==> src/rtl/sw_pe_param.sv <==
// ============================================================================
//  Module   : sw_pe_param
//  Purpose  : One Smith-Waterman (affine gap) processing element of a linear
//             systolic array. Holds one query symbol, scores each streamed
//             target symbol, and forwards H/F/running-max downstream with a
//             fixed two-cycle latency.
//  Revision : 1.0 - initial release
// ============================================================================
`default_nettype none

module sw_pe_param #(
    parameter int SCORE_W = 12,
    parameter int SYM_W   = 2,
    parameter int COL_W   = 10
) (
    input  logic                       clk,
    input  logic                       rst_n,
    input  logic signed [SCORE_W-1:0]  match_i,
    input  logic signed [SCORE_W-1:0]  mismatch_i,
    input  logic signed [SCORE_W-1:0]  alpha_i,
    input  logic signed [SCORE_W-1:0]  beta_i,
    input  logic                       q_load_i,
    input  logic        [SYM_W-1:0]    q_sym_i,
    input  logic                       in_valid_i,
    input  logic                       in_last_i,
    input  logic        [SYM_W-1:0]    in_sym_i,
    input  logic signed [SCORE_W-1:0]  in_v_i,
    input  logic signed [SCORE_W-1:0]  in_f_i,
    input  logic signed [SCORE_W-1:0]  in_max_i,
    output logic                       out_valid_o,
    output logic                       out_last_o,
    output logic        [SYM_W-1:0]    out_sym_o,
    output logic signed [SCORE_W-1:0]  out_v_o,
    output logic signed [SCORE_W-1:0]  out_f_o,
    output logic signed [SCORE_W-1:0]  out_max_o,
    output logic        [COL_W-1:0]    max_col_o,
    output logic        [1:0]          state_o,
    output logic                       q_err_o
);

    typedef enum logic [1:0] {
        ST_EMPTY  = 2'd0,
        ST_LOADED = 2'd1,
        ST_RUN    = 2'd2
    } state_t;

    localparam logic signed [SCORE_W-1:0] SMAX = {1'b0, {(SCORE_W-1){1'b1}}};
    localparam logic signed [SCORE_W-1:0] SMIN = {1'b1, {(SCORE_W-1){1'b0}}};

    // Add with one guard bit, clamping to the representable range on overflow.
    function automatic logic signed [SCORE_W-1:0] sat_add(
        input logic signed [SCORE_W-1:0] a,
        input logic signed [SCORE_W-1:0] b
    );
        logic signed [SCORE_W:0] sum;
        sum = $signed({a[SCORE_W-1], a}) + $signed({b[SCORE_W-1], b});
        if (sum[SCORE_W] != sum[SCORE_W-1])
            return sum[SCORE_W] ? SMIN : SMAX;
        return sum[SCORE_W-1:0];
    endfunction

    function automatic logic signed [SCORE_W-1:0] smax(
        input logic signed [SCORE_W-1:0] a,
        input logic signed [SCORE_W-1:0] b
    );
        return (a > b) ? a : b;
    endfunction

    state_t                      state_q, state_d;
    logic        [SYM_W-1:0]     q_q, q_d;
    logic                        q_err_q, q_err_d;

    // Per-sequence recurrence state (all zero at sequence start)
    logic signed [SCORE_W-1:0]   diag_q, e_q, hp_q, best_q;
    logic        [COL_W-1:0]     col_q, bestcol_q;

    // Two-stage output pipeline
    logic                        s1_valid_q, s1_last_q, s2_valid_q, s2_last_q;
    logic        [SYM_W-1:0]     s1_sym_q, s2_sym_q;
    logic signed [SCORE_W-1:0]   s1_v_q, s1_f_q, s1_max_q, s2_v_q, s2_f_q, s2_max_q;
    logic        [COL_W-1:0]     s1_col_q, s2_col_q;

    logic                        accept;
    logic signed [SCORE_W-1:0]   w_s, w_f, w_e, w_h, w_max;
    logic                        w_better;
    logic        [COL_W-1:0]     w_maxcol;

    // Next-state, query capture and illegal-load detection
    always_comb begin
        state_d = state_q;
        q_d     = q_q;
        q_err_d = q_err_q;
        case (state_q)
            ST_EMPTY: begin
                if (q_load_i) begin
                    q_d     = q_sym_i;
                    state_d = ST_LOADED;
                end
            end
            ST_LOADED: begin
                if (q_load_i)
                    q_d = q_sym_i;
                if (in_valid_i && !in_last_i)
                    state_d = ST_RUN;
            end
            ST_RUN: begin
                if (q_load_i)
                    q_err_d = 1'b1;
                if (in_valid_i && in_last_i)
                    state_d = ST_LOADED;
            end
            default: state_d = ST_EMPTY;
        endcase
    end

    // Cell score for the current beat; a beat arriving while EMPTY is only forwarded
    always_comb begin
        accept   = in_valid_i && (state_q != ST_EMPTY);
        w_s      = (in_sym_i == q_q) ? match_i : mismatch_i;
        w_f      = smax(sat_add(in_f_i, beta_i), sat_add(in_v_i, alpha_i));
        w_e      = smax(sat_add(e_q, beta_i), sat_add(hp_q, alpha_i));
        w_h      = smax(smax('0, sat_add(diag_q, w_s)), smax(w_e, w_f));
        w_max    = smax(in_max_i, w_h);
        w_better = w_h > best_q;
        w_maxcol = w_better ? col_q : bestcol_q;
    end

    // Control registers
    always_ff @(posedge clk or negedge rst_n) begin
        if (!rst_n) begin
            state_q <= ST_EMPTY;
            q_q     <= '0;
            q_err_q <= 1'b0;
        end else begin
            state_q <= state_d;
            q_q     <= q_d;
            q_err_q <= q_err_d;
        end
    end

    // Recurrence state: advance on accepted beats, clear after the last column
    always_ff @(posedge clk or negedge rst_n) begin
        if (!rst_n) begin
            diag_q    <= '0;
            e_q       <= '0;
            hp_q      <= '0;
            best_q    <= '0;
            col_q     <= '0;
            bestcol_q <= '0;
        end else if (accept) begin
            if (in_last_i) begin
                diag_q    <= '0;
                e_q       <= '0;
                hp_q      <= '0;
                best_q    <= '0;
                col_q     <= '0;
                bestcol_q <= '0;
            end else begin
                diag_q    <= in_v_i;
                e_q       <= w_e;
                hp_q      <= w_h;
                best_q    <= w_better ? w_h : best_q;
                col_q     <= col_q + COL_W'(1);
                bestcol_q <= w_maxcol;
            end
        end
    end

    // Output pipeline: valid always advances, payload holds across bubbles
    always_ff @(posedge clk or negedge rst_n) begin
        if (!rst_n) begin
            s1_valid_q <= 1'b0;
            s1_last_q  <= 1'b0;
            s1_sym_q   <= '0;
            s1_v_q     <= '0;
            s1_f_q     <= '0;
            s1_max_q   <= '0;
            s1_col_q   <= '0;
            s2_valid_q <= 1'b0;
            s2_last_q  <= 1'b0;
            s2_sym_q   <= '0;
            s2_v_q     <= '0;
            s2_f_q     <= '0;
            s2_max_q   <= '0;
            s2_col_q   <= '0;
        end else begin
            s1_valid_q <= in_valid_i;
            if (in_valid_i) begin
                s1_last_q <= in_last_i;
                s1_sym_q  <= in_sym_i;
                s1_v_q    <= accept ? w_h      : in_v_i;
                s1_f_q    <= accept ? w_f      : in_f_i;
                s1_max_q  <= accept ? w_max    : in_max_i;
                s1_col_q  <= accept ? w_maxcol : s1_col_q;
            end
            s2_valid_q <= s1_valid_q;
            if (s1_valid_q) begin
                s2_last_q <= s1_last_q;
                s2_sym_q  <= s1_sym_q;
                s2_v_q    <= s1_v_q;
                s2_f_q    <= s1_f_q;
                s2_max_q  <= s1_max_q;
                s2_col_q  <= s1_col_q;
            end
        end
    end

    assign out_valid_o = s2_valid_q;
    assign out_last_o  = s2_last_q;
    assign out_sym_o   = s2_sym_q;
    assign out_v_o     = s2_v_q;
    assign out_f_o     = s2_f_q;
    assign out_max_o   = s2_max_q;
    assign max_col_o   = s2_col_q;
    assign state_o     = state_q;
    assign q_err_o     = q_err_q;

endmodule

`default_nettype wire

==> config.mk <==
export PLATFORM = sky130hd
export DESIGN_NAME = sw_pe_param
export DESIGN_NICKNAME = d
export VERILOG_FILES = /design/src/rtl/sw_pe_param.sv
export SDC_FILE = /design/constraint.sdc
export NUM_CORES = 1
export LEC_CHECK = 0
export CORE_AREA = 2 2 164 166
export DETAILED_ROUTE_END_ITERATION = 16
export DIE_AREA = 0 0 166 168
export HOLD_SLACK_MARGIN = 0.03
export PLACE_DENSITY = 0.73
export SYNTH_ARGS = -nofsm -noshare
export SYNTH_HDL_FRONTEND = slang
export SYNTH_SLANG_ARGS = --single-unit
==> constraint.sdc <==
create_clock -name clk -period 10.1 [get_ports clk]
set_input_delay 3.03 -clock clk [delete_from_list [all_inputs] [get_ports clk]]
set_output_delay 3.03 -clock clk [all_outputs]
set_load 0.03 [all_outputs]
==> summary.md <==
| Metric | Value |
|---|---|
| P&R area growth vs syn | 58.2% |
| Post-route minimum period | 12570 ps |
| Initial core utilization | 50.8% |
| ANT cells | 0 |
| DRC violations left | 0 |
| Synth top area cells | dfrtp_1 32%, ha_1 11%, mux2_2 6.1% |
| Post-DP HPWL | 35300 um |
| Layout cells sized above 1 | 42.4% |
| Final setup margin | -2470 ps |
| Crit end category | flop |
| Worst slack, placed | -3530 ps |
| Sequential share of the synthesized area | 32.3% |
| Crit-path most repeated cell | buf_4 |
| Num CTS Buffers | 17 |
| Ys flop type | dfrtp_1 |
| Dpl cells | 2313 |
| Met1 usage | 41.1% |
| Met2 Use GR | 58.8% |
| Post-synth top area cell | dfrtp_1 |
| DRT antenna net count | 0 |
| Maximum buffer depth of the clock tree | 2 |
| Pre-Repair DR Iteration Count | 5 |
| Initial antenna violation count | 0 |
| # hold bufs at CTS | 0 |
| Yosys warns | 0 |
| CTS tree | yes |
| Crit path required time | 10420 ps |
| Post-Route WL | 51100 um |
| Most instantiated cells after synthesis | 173 x dfrtp_1, 160 x nand2_1, 132 x a21oi_1, 123 x ha_1, 99 x nor2_1 |
| Failing checks | setup timing |
| Fraction of registers with async set/reset | 100% |
| I/O pin total | 146 |
| Clock skew | 20.4 ps |
| Crit Path Category | primary input to flop |
| Max-slew headroom | 2.11% |
| Hold Fails Final Rpt | 0 |
| Register Area | 4330 um2 |
| Clock root buffer | clkbuf_16 |
| Multi-input logic area | 10200 um2 |
| Startpoint types | primary input |
| Most used routing layer | met2 |
| Endpoints failing setup | 68 |
| Run status | finished with violations |
| Crit path arrival time | 12890 ps |
| Port-buffer cells | 145 |
| Post-synth cell types | 93 |
| Fin crit share | 124% |
| Grt ovf | 0 |
| Number of global-route vias before repair | 14500 |
| Syn_area_per_cell | 8.96 um2 |
| Die Span Y | 168 um |
| GRT Util Overall | 33.8% |
| Slowest cell delay on critical path | 550 ps |
| Area share of the leading cell type in the synthesized netlist | 32.3% |
| Syn Nets | 1716 |
| Vias per inst | 6.00 |
| Setup_tns | -135700 ps |
| RSZ-0062 raised after global routing | true |
| Vias | 14600 |
| Top-count cell post-synth | dfrtp_1 |
| Die W | 166 um |
| Core area | 26400 um2 |
| Clock sinks | 173 |
| CP max stage cell | clkdlybuf4s50_1 |
| CP Max Fanout | 7 |
| Post-synth EDFFs | 0 |
| Filler cells | 1624 |
| Worst Hold Class | flop to flop |
| Largest net degree at the start of global routing | 94 |
| Num rows | 60 |
| Global-route met3 utilization | 3.83% |
| First-pass GRT wire length | 75200 um |
| GP Congestion | 1.00 |
| Clk pin slew, worst setup/hold paths | 90 ps |
| Wirelength per Cell | 21.1 um |
| Post-Syn Area | 13400 um2 |
| Peak Freq | 0.0795 GHz |
| Worst-Margin Slew | 1460 ps |
| Worst-Skew Late Latency | 450 ps |
| Max_cap viols | 0 |
| Synth Register Bits | 173 |
| Slew Viols, Final | 0 |
| Non-filler cells in the finished layout | 2426 |
| Syn Inst Count | 1495 |
| Die area | 27900 um2 |
| H-tree depth reported by CTS | 4 |
| DRT iter0 DRCs | 1079 |
| Fin nets | 2293 |
critical path: cells and delay by family:
family	cells	cell delay [ps]
compound gates	17	3530
mux	2	670
buf+inv	11	2030
fa+ha+maj	6	1820
simple gates	10	1770
logic make-up (layout without fill, tap and decap cells):
logic type,after synthesis,in the layout,share of synthesized area [%]
DFF,173,173,32.3
AOI/OAI and AO/OA,484,485,24.8
xor gates and xnor gates,59,59,3.86
other,1,1,0.0280
buffers and inverters,143,730,4.27
and+or+nand+nor,409,411,14.3
muxes,92,92,7.64
adders and majority gates,134,134,12.7
path summary, 6_finish.rpt:
kind	from	end	slack, ps	depth (start not counted)
setup / recovery	alpha_i[8]	s1_col_q[9]	-2470	46
hold / removal	q_err_o	q_err_o	470	1
setup reg to reg	hp_q[1]	s1_col_q[9]	-140	52
hold reg to reg	q_err_o	q_err_o	470	1
max in group asynchronous	rst_n	out_f_o[5]	6350	2
min in group asynchronous	rst_n	bestcol_q[2]	2540	1
through the flow:
stage / cell area, um2 / util (%) / hold slack, ps
floorplan: 13800 / - / 406
global placement: 18400 / 69.6 / 448
detailed placement: 18400 / 69.6 / 453
CTS: 20300 / 77.0 / 478
global route: 21200 / 80.4 / 499
finish: 21200 / 80.4 / 471
cell usage in the layout, fill, tap and decap left out, types with 11 or more instances in the layout:
master	instances
o21ai_2	21
xnor2_1	37
buf_4	414
buf_6	62
o21ai_1	29
a21o_1	36
mux2i_1	11
ha_1	79
nor2_2	12
nand4_1	19
o211ai_1	46
a211oi_2	12
a21oi_1	105
clkdlybuf4s50_1	113
inv_2	11
clkbuf_16	18
nor2_1	76
nor2b_1	13
xor2_1	20
nand2_2	11
nand2b_1	17
o21a_1	11
nor3_1	16
ha_4	39
nand2_1	144
o21ai_0	54
nand3_1	33
dfrtp_1	172
nor2_4	12
o21bai_1	11
a21oi_2	22
o221ai_2	14
mux2_2	69
inv_1	57
final cells by class:
cell class                 count  area share (%)
clock inverter                14           0.833
sequential                   173            20.4
timing repair buffer         627            25.3
inverter                      71            1.29
tap                          341            2.01
multi-input combinational   1182            48.1
clock buffer                  18            2.03
layer usage:
metal	vias to the layer above	part of all wire (%)
met5	-	0
met4	0	6.5
met3	197	5.7
met2	651	49
met1	7081	39
li1	6636	-
repair_timing:
item	4_1_cts	5_1_grt
pin swaps	118	109
gates cloned	6	2
resized for setup	236	181
setup buffers	54	25
setup endpoints to repair	68	68
Power is not shown: default switching activity piles up to over one toggle a cycle in this logic, so the estimate is an artifact.
==> RTL edit 1, RTL diff (config.mk and constraints unchanged) <==
The output `out_valid_o` loses its register stage (`s2_valid_q` becomes a continuous assignment).
--- a/src/rtl/sw_pe_param.sv
+++ b/src/rtl/sw_pe_param.sv
@@ -178,3 +178,2 @@
             s1_col_q   <= '0;
-            s2_valid_q <= 1'b0;
             s2_last_q  <= 1'b0;
@@ -195,3 +194,2 @@
             end
-            s2_valid_q <= s1_valid_q;
             if (s1_valid_q) begin
@@ -206,2 +204,4 @@
     end
+
+    assign s2_valid_q = s1_valid_q;
 
Behaviour: not the same (Yosys sat finds a counterexample within 4 cycles, from zero or initial values and one cycle with rst_n low).
==> RTL edit 1 against the original RTL <==
The flow still finishes with violations (setup timing). Synthesized area down 0.19%. Routed wire length up 0.67%. Cell area up 0.50%. Sequential cell count down 1. Synthesized cell count about the same. Setup slack worse by 0.013 ns. Critical path type unchanged. Largest cell class unchanged.
Power is not shown: default switching activity piles up to over one toggle a cycle in this logic, so the estimate is an artifact.
==> RTL edit 1: results (changes against the original RTL) <==
crit path DAT=12.94 ns (was 12.89 ns); 1st-iter DRT viols=1214 (was 1079); number of global-route vias before repair=14200 (was 14500); top post-synthesis cells by area=dfrtp_1 32%, ha_1 12%, mux2_2 6.1% (was dfrtp_1 32%, ha_1 11%, mux2_2 6.1%); R2R setup slack=-0.08 ns (was -0.14 ns); r2r endpoint=s1_max_q[1] (was s1_col_q[9]); met2 wire length=25600 um (was 25100 um); fraction of registers with async set/reset=1.00 (unchanged); crit path from=alpha_i[10] (was alpha_i[8]); Mean Syn Cell Area=8.95 um2 (was 8.96 um2); compound-gate portion of the synthesized area=0.249 (was 0.248); initial antenna violation count=1 (was 0); xor-xnor portion of the synthesized cell area=0.0387 (was 0.0386); Adder-Cell Fraction of Synth Area=0.127 (about the same); post-synthesis sequential area ratio=0.322 (was 0.323); via/cell ratio=6.02 (was 6.00); Setup violations, final=68 (unchanged); first-pass GRT wire length=75300 um (was 75200 um); met1 Track Usage GR=0.418 (was 0.411); Metal-1 WL=20000 um (was 19800 um); mux cell area share after synthesis=0.0766 (was 0.0764); Fin Hold WS=0.469 ns (was 0.471 ns); All-Layer GR Usage=0.339 (was 0.338); dpl cell area=18300 um2 (was 18400 um2); Fin Setup TNS=-131.04 ns (was -135.70 ns); # resized after CTS=217 (was 236); drt first pass iters=6 (was 5); Max stage delay on crit path=0.60 ns (was 0.55 ns); status=finished with violations (unchanged); fillers=1593 (was 1624); Syn Nets=1715 (was 1716); area of the multi-input gates=10100 um2 (was 10200 um2); final worst slack=-2.49 ns (was -2.47 ns); Layout Nets=2303 (was 2293); Setup Buffers After CTS=61 (was 54); failing checks=setup timing (unchanged); post-DP HPWL=34900 um (was 35300 um); layout cells sized above 1=0.412 (was 0.424); Finished Layout Cells=2436 (was 2426); largest net degree at the start of global routing=104 (was 94); clk_skew=0.0228 ns (was 0.0204 ns); routability cong.=0.972 (was 1.00); grt met2 use=0.591 (was 0.588); worst slack after detailed placement=-3.52 ns (was -3.53 ns); M3 GR Usage=0.0428 (was 0.0383); met3 routed WL=2870 um (was 2910 um); Commonest cells post-synth=172 x dfrtp_1, 160 x nand2_1, 132 x a21oi_1, 123 x ha_1, 99 x nor2_1 (was 173 x dfrtp_1, 160 x nand2_1, 132 x a21oi_1, 123 x ha_1, 99 x nor2_1)
## RTL edit 1: kinds of logic after synthesis
family	count (synthesis)
flip-flops	172
adder cells (fa/ha/maj)	134
AND/OR/NAND/NOR	409
AO/OA/AOI/OAI	484
XOR/XNOR	59
multiplexers	92
buffers and inverters	143
other	1
## RTL edit 1: final cells by class
| type | count | share of cell area |
|---|---|---|
| Multi-Input combinational cell | 1181 | 0.475 |
| Timing Repair Buffer | 639 | 0.261 |
| Sequential cell | 172 | 0.202 |
| Clock buffer | 18 | 0.0206 |
| Tap cell | 341 | 0.0200 |
| Inverter | 71 | 0.0128 |
| Clock inverter | 14 | 0.00811 |
## RTL edit 1: how the worst min path moves through the flow
stage / startpoint / endpoint / cells past startpoint
finish: q_err_o / q_err_o / 1
global route: q_err_o / q_err_o / 1
CTS: q_err_o / q_err_o / 1
detailed placement: q_err_o / q_err_o / 1
global placement: q_err_o / q_err_o / 1
floorplan: hp_q[6] / hp_q[6] / 2
==> RTL edit 2, RTL diff (same settings) <==
Without the edit above. Change the parameter `SCORE_W` from 12 to 8.
--- a/src/rtl/sw_pe_param.sv
+++ b/src/rtl/sw_pe_param.sv
@@ -11,3 +11,3 @@
 module sw_pe_param #(
-    parameter int SCORE_W = 12,
+    parameter int SCORE_W = 8,
     parameter int SYM_W   = 2,
Ports: changed (10 resized); port bits go from 146 to 106. No check against the original RTL was run, so the function may have changed too.
==> RTL edit 2 against the original RTL <==
The run still ends with setup timing left. Synthesized area down 29%. Worst hold slack better by 0.025 ns. Routed wire length down 33%. Final cell count down 29%. Setup slack better by 0.99 ns. Cell area down 31%. Sequential cell count down 40. Critical endpoint is now s1_max_q[5].
Power is left out: the tool's default activity adds up to more than one toggle a clock period on the data nets, which glitch-free logic cannot reach.
==> RTL edit 2: results (changes against the original RTL) <==
largest net degree at the start of global routing=77 (was 94); worst hold start=hp_q[4] (was q_err_o); Setup violations, final=52 (was 68); Synth cell types=77 (was 93); failing checks=setup timing (unchanged); crit path DAT=11.91 ns (was 12.89 ns); Mean Syn Cell Area=9.60 um2 (was 8.96 um2); worst hold endpoint=hp_q[4] (was q_err_o); All-Layer GR Usage=0.218 (was 0.338); last element of the critical path=s1_max_q[5] (was s1_col_q[9]); Clock Pin Slew Worst Setup and Hold Paths=0.06 ns (was 0.09 ns); worst slack after detailed placement=-1.93 ns (was -3.53 ns); Layout Nets=1522 (was 2293); clk_skew=0.0122 ns (was 0.0204 ns); Synth top area share=0.352 (was 0.323); dpl cell area=12600 um2 (was 18400 um2); 1st-iter DRT viols=844 (was 1079); fillers=1976 (was 1624); post-DP HPWL=20700 um (was 35300 um); status=finished with violations (unchanged); Vias=9731 (was 14600); Crit Path Max Fanout=6 (was 7); total routed wirelength=34400 um (was 51100 um); # resized after CTS=108 (was 236); Commonest cells post-synth=133 x dfrtp_1, 83 x ha_1, 80 x nor2_1, 73 x a21oi_1, 70 x inv_1 (was 173 x dfrtp_1, 160 x nand2_1, 132 x a21oi_1, 123 x ha_1, 99 x nor2_1); Fin Hold WS=0.496 ns (was 0.471 ns); final worst slack=-1.48 ns (was -2.47 ns); PortBufs=105 (was 145); Register-to-Register Path Depth=48 (was 52)
RTL edit 2: area by class of cell:
type | count | area (um2) | area share
sequential | 133 | 3330 | 0.226
multi-input combinational | 739 | 6580 | 0.447
timing repair buffer | 408 | 3540 | 0.240
tap | 341 | 427 | 0.0290
inverter | 70 | 268 | 0.0182
clock inverter | 13 | 136 | 0.00927
clock buffer | 18 | 439 | 0.0298
RTL edit 2: cells by family (layout without fill, tap and decap cells):
logic type / Yosys count / count (layout) / synth area share
simple gates: 250 / 250 / 0.128
mux: 70 / 70 / 0.0839
flops: 133 / 133 / 0.352
fa+ha+maj: 94 / 94 / 0.127
compound gates: 275 / 276 / 0.215
other cells: 1 / 1 / 0.000396
xor+xnor: 48 / 48 / 0.0444
buf+inv: 115 / 509 / 0.0498
RTL edit 2: per-layer routing:
layer  wire [um]  track usage  vias to the layer above
li1            -            -                     4355
met1       13400        0.270                     4748
met2       16800        0.376                      485
met3        2150       0.0353                      143
met4        1930       0.0964                        0
met5           0            0                        -
